<file path="src/rtl/pipe_sink.sv">
// pipe_sink: FWFT receiver for the dual-lane stall pipeline with lane-equality check and registered back-pressure.
// Optional embedded assertions/assumption enabled by defining PIPE_SINK_ASSERT_EN.
module pipe_sink #(
  parameter int W     = 16,
  parameter int DEPTH = 4,
  parameter int SKID  = 2
) (
  input  logic                       clk,
  input  logic                       rst,
  input  logic                       in_valid,
  input  logic [W-1:0]               in_d1,
  input  logic [W-1:0]               in_d2,
  output logic                       stall,
  output logic                       out_valid,
  input  logic                       out_ready,
  output logic [W-1:0]               out_data,
  output logic [$clog2(DEPTH+1)-1:0] count,
  output logic                       mismatch,
  output logic                       overflow
);

  localparam int CW = $clog2(DEPTH+1);
  localparam int AW = $clog2(DEPTH);

  logic [W-1:0]  mem_q [DEPTH];
  logic [AW-1:0] rd_ptr_q, rd_ptr_d;
  logic [AW-1:0] wr_ptr_q, wr_ptr_d;
  logic [CW-1:0] count_q, count_d;
  logic          stall_q, stall_d;
  logic          mismatch_q, mismatch_d;
  logic          overflow_q, overflow_d;
  logic          pop_s, push_s;

  // Handshake decode, occupancy and sticky-flag next state
  always_comb begin
    pop_s      = 1'b0;
    push_s     = 1'b0;
    rd_ptr_d   = rd_ptr_q;
    wr_ptr_d   = wr_ptr_q;
    count_d    = count_q;
    stall_d    = stall_q;
    mismatch_d = mismatch_q;
    overflow_d = overflow_q;

    pop_s  = (count_q != {CW{1'b0}}) & out_ready;
    push_s = in_valid & ((count_q < CW'(DEPTH)) | pop_s);

    if (pop_s) begin
      rd_ptr_d = rd_ptr_q + {{(AW-1){1'b0}}, 1'b1};
    end else begin
      rd_ptr_d = rd_ptr_q;
    end

    if (push_s) begin
      wr_ptr_d = wr_ptr_q + {{(AW-1){1'b0}}, 1'b1};
    end else begin
      wr_ptr_d = wr_ptr_q;
    end

    count_d = count_q + {{(CW-1){1'b0}}, push_s} - {{(CW-1){1'b0}}, pop_s};
    // Threshold leaves SKID free slots for beats launched before upstream sees stall
    stall_d = (count_d >= CW'(DEPTH - SKID));

    mismatch_d = mismatch_q | (push_s & (in_d1 != in_d2));
    overflow_d = overflow_q | (in_valid & (count_q == CW'(DEPTH)) & ~pop_s);
  end

  // Control state register
  always_ff @(posedge clk or posedge rst) begin
    if (rst) begin
      rd_ptr_q   <= {AW{1'b0}};
      wr_ptr_q   <= {AW{1'b0}};
      count_q    <= {CW{1'b0}};
      stall_q    <= 1'b0;
      mismatch_q <= 1'b0;
      overflow_q <= 1'b0;
    end else begin
      rd_ptr_q   <= rd_ptr_d;
      wr_ptr_q   <= wr_ptr_d;
      count_q    <= count_d;
      stall_q    <= stall_d;
      mismatch_q <= mismatch_d;
      overflow_q <= overflow_d;
    end
  end

  // Lane-1 storage; contents are meaningless while the FIFO is empty
  always_ff @(posedge clk) begin
    if (push_s) begin
      mem_q[wr_ptr_q] <= in_d1;
    end
  end

  assign stall     = stall_q;
  assign count     = count_q;
  assign mismatch  = mismatch_q;
  assign overflow  = overflow_q;
  assign out_valid = (count_q != {CW{1'b0}});
  assign out_data  = mem_q[rd_ptr_q];

`ifdef PIPE_SINK_ASSERT_EN
  logic [CW-1:0] skid_beats_q;

  // Beats received while stalled; bounded by SKID when upstream honours stall
  always_ff @(posedge clk or posedge rst) begin
    if (rst) begin
      skid_beats_q <= {CW{1'b0}};
    end else if (stall_q & in_valid) begin
      if (skid_beats_q < CW'(DEPTH)) begin
        skid_beats_q <= skid_beats_q + {{(CW-1){1'b0}}, 1'b1};
      end else begin
        skid_beats_q <= skid_beats_q;
      end
    end else begin
      skid_beats_q <= {CW{1'b0}};
    end
  end

  // Embedded interface and consistency checks
  always_ff @(posedge clk) begin
    if (!rst) begin
      a_no_ovf: assert (!(in_valid & (count_q == CW'(DEPTH)) & ~pop_s));
      a_lanes:  assert (!(in_valid & (in_d1 != in_d2)));
      a_cnt:    assert (count_q <= CW'(DEPTH));
      a_stall:  assert (stall_q == (count_q >= CW'(DEPTH - SKID)));
      m_skid:   assume (skid_beats_q <= CW'(SKID));
    end
  end
`endif

endmodule

</file>
<file path="config.mk">
export PLATFORM = sky130hd
export DESIGN_NAME = pipe_sink
export DESIGN_NICKNAME = d
export VERILOG_FILES = /design/src/rtl/pipe_sink.sv
export SDC_FILE = /design/constraint.sdc
export NUM_CORES = 1
export LEC_CHECK = 0
export CAP_MARGIN = 25
export CORE_MARGIN = 1.5
export CORE_UTILIZATION = 45
export CTS_BUF_LIST = sky130_fd_sc_hd__clkbuf_16
export DETAILED_ROUTE_END_ITERATION = 6
export PLACE_DENSITY_LB_ADDON = 0.08
export RECOVER_POWER = 50
export SETUP_SLACK_MARGIN = 0.15
export SYNTH_ARGS = -nofsm -noshare
export SYNTH_HDL_FRONTEND = slang
export SYNTH_SLANG_ARGS = --single-unit
</file>
<file path="constraint.sdc">
create_clock -name clk -period 2.5 [get_ports clk]
set_input_delay 0.25 -clock clk [delete_from_list [all_inputs] [get_ports clk]]
set_output_delay 0.25 -clock clk [all_outputs]
set_load 0.02 [all_outputs]
</file>
; ---- Word-level counts from Yosys, hierarchy flattened
; Memories as Yosys holds them, arrays and structs flattened.
; Cells that the tools add are included.
[word_totals]
in_bits = 36
register_bits = 10
ram_bits = 64
out_inout_bits = 23
mem_count = 1
wordCells = 27
[op_classes]
order_cmp = 2
n_bitwise = 9
muxes = 2
n_addsub = 4
eq_ne = 2
reduce_logical = 1
[memory_table]
columns = name, words, width, read_ports, rd_clocked_by_memory_dff, write_ports, line_no
row1 = mem_q, 4, 16, 1, 0, 1, 25  ; logic [W-1:0] mem_q [DEPTH];
[op_table]
columns = op, count
row1 = 16-bit != test, 1
row2 = 1-bit AND, 5
row3 = 2-bit by 1-bit adder with 2-bit output (second input constant), 2
row4 = 3-bit by 1-bit adder with 3-bit output, 1
row5 = 3-bit equality test (second input constant), 1
row6 = 3-bit by 2-bit >= comparator with 1-bit output (second input constant), 1
row7 = 3-bit less-than comparator (second input constant), 1
row8 = 1-bit OR, 3
row9 = 3-bit nonzero test, 1
row10 = 3-bit by 1-bit subtractor with 3-bit output, 1
row11 = 1-bit two-way mux, 2
row12 = 1-bit NOT, 1

; ---- Longest topological paths before layout
; Gate-level depths: netlist (run 1).
[logic_depth]
depth_word = 7
depth_mapped = 9

; ---- Worst setup path before layout (run 1)
; No wires, ideal clock.
[synth_path]
path_type = register -> register
start = register count_q[2], in the netlist count[2]
end = register stall_q, in the netlist stall
setup_ns = 0.124
stages_incl_launch_ff = 10
path_buffers = 0
path_slack_ns = 0.112
t_arrival_ns = 2.264
cell_sequence = dfrtp_1 > or3_4 > nand2_1 > or2_2 > nand2_1 > ha_1 > fa_1 > xor2_1 > xnor2_1 > or2_1
[synth_between]
elab_chain_cells = 7
elab_cells_between_ends = 8
classes_between = add/sub (2) / order compare (2) / bitwise (3) / reduce/logical (1)
[synth_lines]
columns = element, line_no
row1 = from (decl), 28  ; logic [CW-1:0] count_q, count_d;
row2 = from (signal assigned), 73  ; count_q <= {CW{1'b0}};
row3 = from (signal assigned), 80  ; count_q <= count_d;
row4 = 3-bit nonzero test (*), n/a
row5 = via out_valid, 14  ; output logic out_valid,
row6 = 1-bit AND (*), 45  ; pop_s = (count_q != {CW{1'b0}}) & out_ready;
row7 = 1-bit OR, 46  ; push_s = in_valid & ((count_q < CW'(DEPTH)) | pop_s);
row8 = 1-bit AND, 46
row9 = 3-bit by 1-bit adder with 3-bit output, 60  ; count_d = count_q + {{(CW-1){1'b0}}, push_s} - {{(CW-1){1'b0}}, pop_s};
row10 = 3-bit by 1-bit subtractor with 3-bit output (*), 60
row11 = via count_d[2], 28
row12 = 3-bit by 2-bit >= comparator with 1-bit output (*), 62  ; stall_d = (count_d >= CW'(DEPTH - SKID));
row13 = via stall_d, 29  ; logic stall_q, stall_d;
row14 = to (signal assigned), 81  ; stall_q <= stall_d;
row15 = to (decl), 29
; The timed path passes the listed nets; every way through them passes the cells marked *.
; A chain may end at the register's enable or synchronous reset.

; ---- Worst setup path after layout (run 1)
[layout_path]
start = register count_q[1], in the netlist count[1]
end = register stall_q, in the netlist stall
[layout_between]
elab_chain_cells = 7
elab_cells_between_ends = 8
classes_between = add/sub (2) / order compare (2) / bitwise (3) / reduce/logical (1)
[layout_lines]
columns = element, line_no
row1 = "parallel branches: the longest is 5 deep, another holds 3-bit less-than comparator", n/a
row2 = 3-bit by 1-bit subtractor with 3-bit output (*), 60
row3 = via count_d[2], 28
row4 = 3-bit by 2-bit >= comparator with 1-bit output (*), 62
row5 = via stall_d, 29
; Mark *: on every way through the listed nets, which the timed path passes.

==> impl_metrics.json, run 1 <==
{
  "outcome": "finished, violations left",
  "violations": "DRC",
  "io_pins": 59,
  "drtIter0Drc": 64,
  "synth_mux_area_share_pct": 12.91,
  "vdd_drop_max_mv": 0.8247,
  "hold_buffers": 0,
  "power.total_mw": 4.831,
  "rsz0062_at_grt": "false",
  "die_h_um": 84.96,
  "async_reset_ff_share_pct": 13.51,
  "netlist_area_um2": 3023,
  "grt-ovfl-total": 0,
  "synth.top_cell.area_share_pct": 63.58,
  "layout-drive-gt1-share_pct": 16.02,
  "cts_tree": "done",
  "num_rows": 29,
  "synth_edf_count": 64,
  "clk_pin_slew_ns": 0.06,
  "antenna_left": 0,
  "synth-xor-area-share_pct": 6.084,
  "worst_ep_arrival_time_ns": 2.54,
  "clock_latency_ns": 0.32,
  "clock_path_buffers": 2,
  "placed_cells": 288,
  "synthSimpleGateAreaFrac_pct": 3.891,
  "max_cap_viol_count": 0,
  "critPathKind": "reg -> reg",
  "cp.required_ns": 2.71,
  "synth_adder_area_share_pct": 2.732,
  "place_congestion": 0.7338,
  "grt_max_degree": 17,
  "vias": 1604,
  "cts-root-buf": "clkbuf_16",
  "tightestPinTransition_ns": 0.4468,
  "max_clock_freq_ghz": 0.4295,
  "drt-vias-per-instance": 5.208,
  "io_buffers": 58,
  "period_needed_ns": 2.328,
  "antenna_found_initial": 0,
  "synthFlopType": "edfxtp_1",
  "start_kind": "flop",
  "area_growth_pct": 35.76,
  "fin_crit_sh_pct": 93.13,
  "synth_commonest_cells": "edfxtp_1, xor2_1, dfrtp_1, mux4_1, mux4_2",
  "antenna_cells": 0,
  "dieArea_um2": 7218,
  "hold_slack_ns": 0.3405,
  "synth_top_family_by_area": "multiplexers",
  "yosysTopAreaCell": "edfxtp_1",
  "fin_setup_tns_ns": 0,
  "netlist_top_cells_area": "edfxtp_1, dfrtp_1, mux4_1",
  "critPathCaptureType": "flop",
  "fp.dieW_um": 84.96,
  "post-dp-hpwl_um": 3930,
  "track_usage_pct": 17.00,
  "core_area_um2": 6422,
  "synth-compound-area-share_pct": 0.6623,
  "p_leak_nw": 1.493,
  "dp_slack_ns": 0.08259,
  "routed_wl_um": 5739,
  "min_path_type": "in -> async",
  "cts_htree_levels": 3,
  "syn-num-nets": 190,
  "ys_types": 25,
  "grt_pass1_wl_um": 8901,
  "cts.sinks": 74,
  "powerDensity_nw_per_um2": 1177,
  "finalNonFillerCells": 308,
  "place_area_um2": 3741,
  "synth.ff_latch_count": 74,
  "setup_slack_ns": 0.1719,
  "critPathMaxFanout": 3,
  "cts_buffers": 9,
  "final_util_pct": 63.90,
  "max_slew_margin_pct": 69.94,
  "slew_viol_final": 0,
  "stdcell_area_um2": 4104,
  "drtPass1Iterations": 6,
  "initial_core_util_pct": 47.07,
  "hold_viol_final": 0,
  "grt_pass1_vias": 1736,
  "finalClockSkew_ns": 0.006333,
  "ys_warn_count": 0,
  "nNetsFinal": 268,
  "setup-violations-final": 0,
  "seq_area_frac_synth_pct": 71.85,
  "syn_avg_cell_area_um2": 20.42,
  "wl_per_cell_um": 18.63,
  "syn_inst": 148,
  "drc": 11,
  "yosysMostFrequentCell": "edfxtp_1"
}
worst paths after layout:
| kind | endpoint | depth (start not counted) | slack (ns) | from |
|---|---|---|---|---|
| hold reg to reg | overflow | 1 | 0.46 | overflow |
| setup reg to reg | stall | 9 | 0.17 | count[1] |
| max in group asynchronous | count[1] | 2 | 1.86 | rst |
| hold / removal | stall | 2 | 0.34 | rst |
| setup / recovery | stall | 9 | 0.17 | count[1] |
| min in group clk | overflow | 1 | 0.46 | overflow |
timing repair:
action | in CTS | in global routing
buffers inserted | 1 | 3
pin swaps | 0 | 1
gates resized for setup | 1 | 4
setup endpoints to repair | 1 | 4
cells in the final DEF, fill, tap and decap left out:
master           instances
buf_12                   1
nor4_1                   4
clkdlybuf4s50_1         40
or3_1                    1
xnor2_1                  4
bufinv_16                3
nor3_1                   1
fa_2                     1
a21o_1                   2
nand3_1                  1
nand2_1                  3
ha_1                     5
and3_1                   4
edfxtp_1                64
clkbuf_1                 3
o21ai_0                  1
dfrtp_2                  2
buf_6                    1
buf_4                    8
and2_0                   1
or2_1                    1
dlygate4sd3_1           18
xor2_1                  17
dfrtp_1                  8
nand4_1                  1
or2_4                    1
clkbuf_16                9
nand2b_1                 1
nand2_4                  1
inv_1                    4
mux4_1                   8
clkinv_1                 2
clkinv_2                 2
mux4_2                   8
power breakdown:
part | leakage (nW) | internal, mW | total, mW | switching [mW]
sequential | 0.694 | 1.61 | 1.70 | 0.0858
combinational | 0.634 | 0.869 | 1.72 | 0.854
clock | 0.164 | 0.963 | 1.41 | 0.445
total | 1.49 | 3.45 | 4.83 | 1.39
worst max-delay path: stages, from the launching register on:
cell     delay (ns)
dfrtp_2        0.42
or3_1          0.44
nand2_4        0.12
or2_4          0.13
nand2_1        0.05
ha_1           0.19
fa_2           0.34
xor2_1         0.20
xnor2_1        0.12
or2_1          0.22
area by class of cell:
type	instances	area [µm²]
Inverter	4	15.01
Fill cell	462	2318
Clock inverter	7	107.6
Timing Repair Buffer	71	683.2
Clock buffer	9	225.2
Tap cell	77	96.34
Sequential cell	74	2175
Multi-Input combinational cell	66	802.0
cells by family after synthesis:
family | count (synthesis)
compound gates | 3
xor+xnor | 21
fa+ha+maj | 6
buf+inv | 8
flops | 74
mux | 16
simple gates | 20
flip-flops by register name (all words and copies together) (netlist names):
name and count:
rd_ptr_q 2, count 3, wr_ptr_q 2, mismatch 1, mem_q 64, overflow 1, stall 1
metal layers:
layer | part of all wire, % | track usage (%) | vias to the layer above
li1 | - | - | 745
met1 | 41 | 19.48 | 818
met2 | 55 | 29.94 | 35
met3 | 3.5 | 4.086 | 6
met4 | 0.85 | 8.197 | 0
met5 | 0 | 0 | -
(Power assumes the default switching activity.)
==> run 2, diff against run 1 <==
--- a/config.mk
+++ b/config.mk
@@ -5,7 +5,6 @@
 export SDC_FILE = /design/constraint.sdc
 export NUM_CORES = 1
 export LEC_CHECK = 0
-export CAP_MARGIN = 25
 export CORE_MARGIN = 1.5
 export CORE_UTILIZATION = 45
 export CTS_BUF_LIST = sky130_fd_sc_hd__clkbuf_16
==> results of run 2 <==
The final DEF is identical to that of run 1; final timing and power are the same.
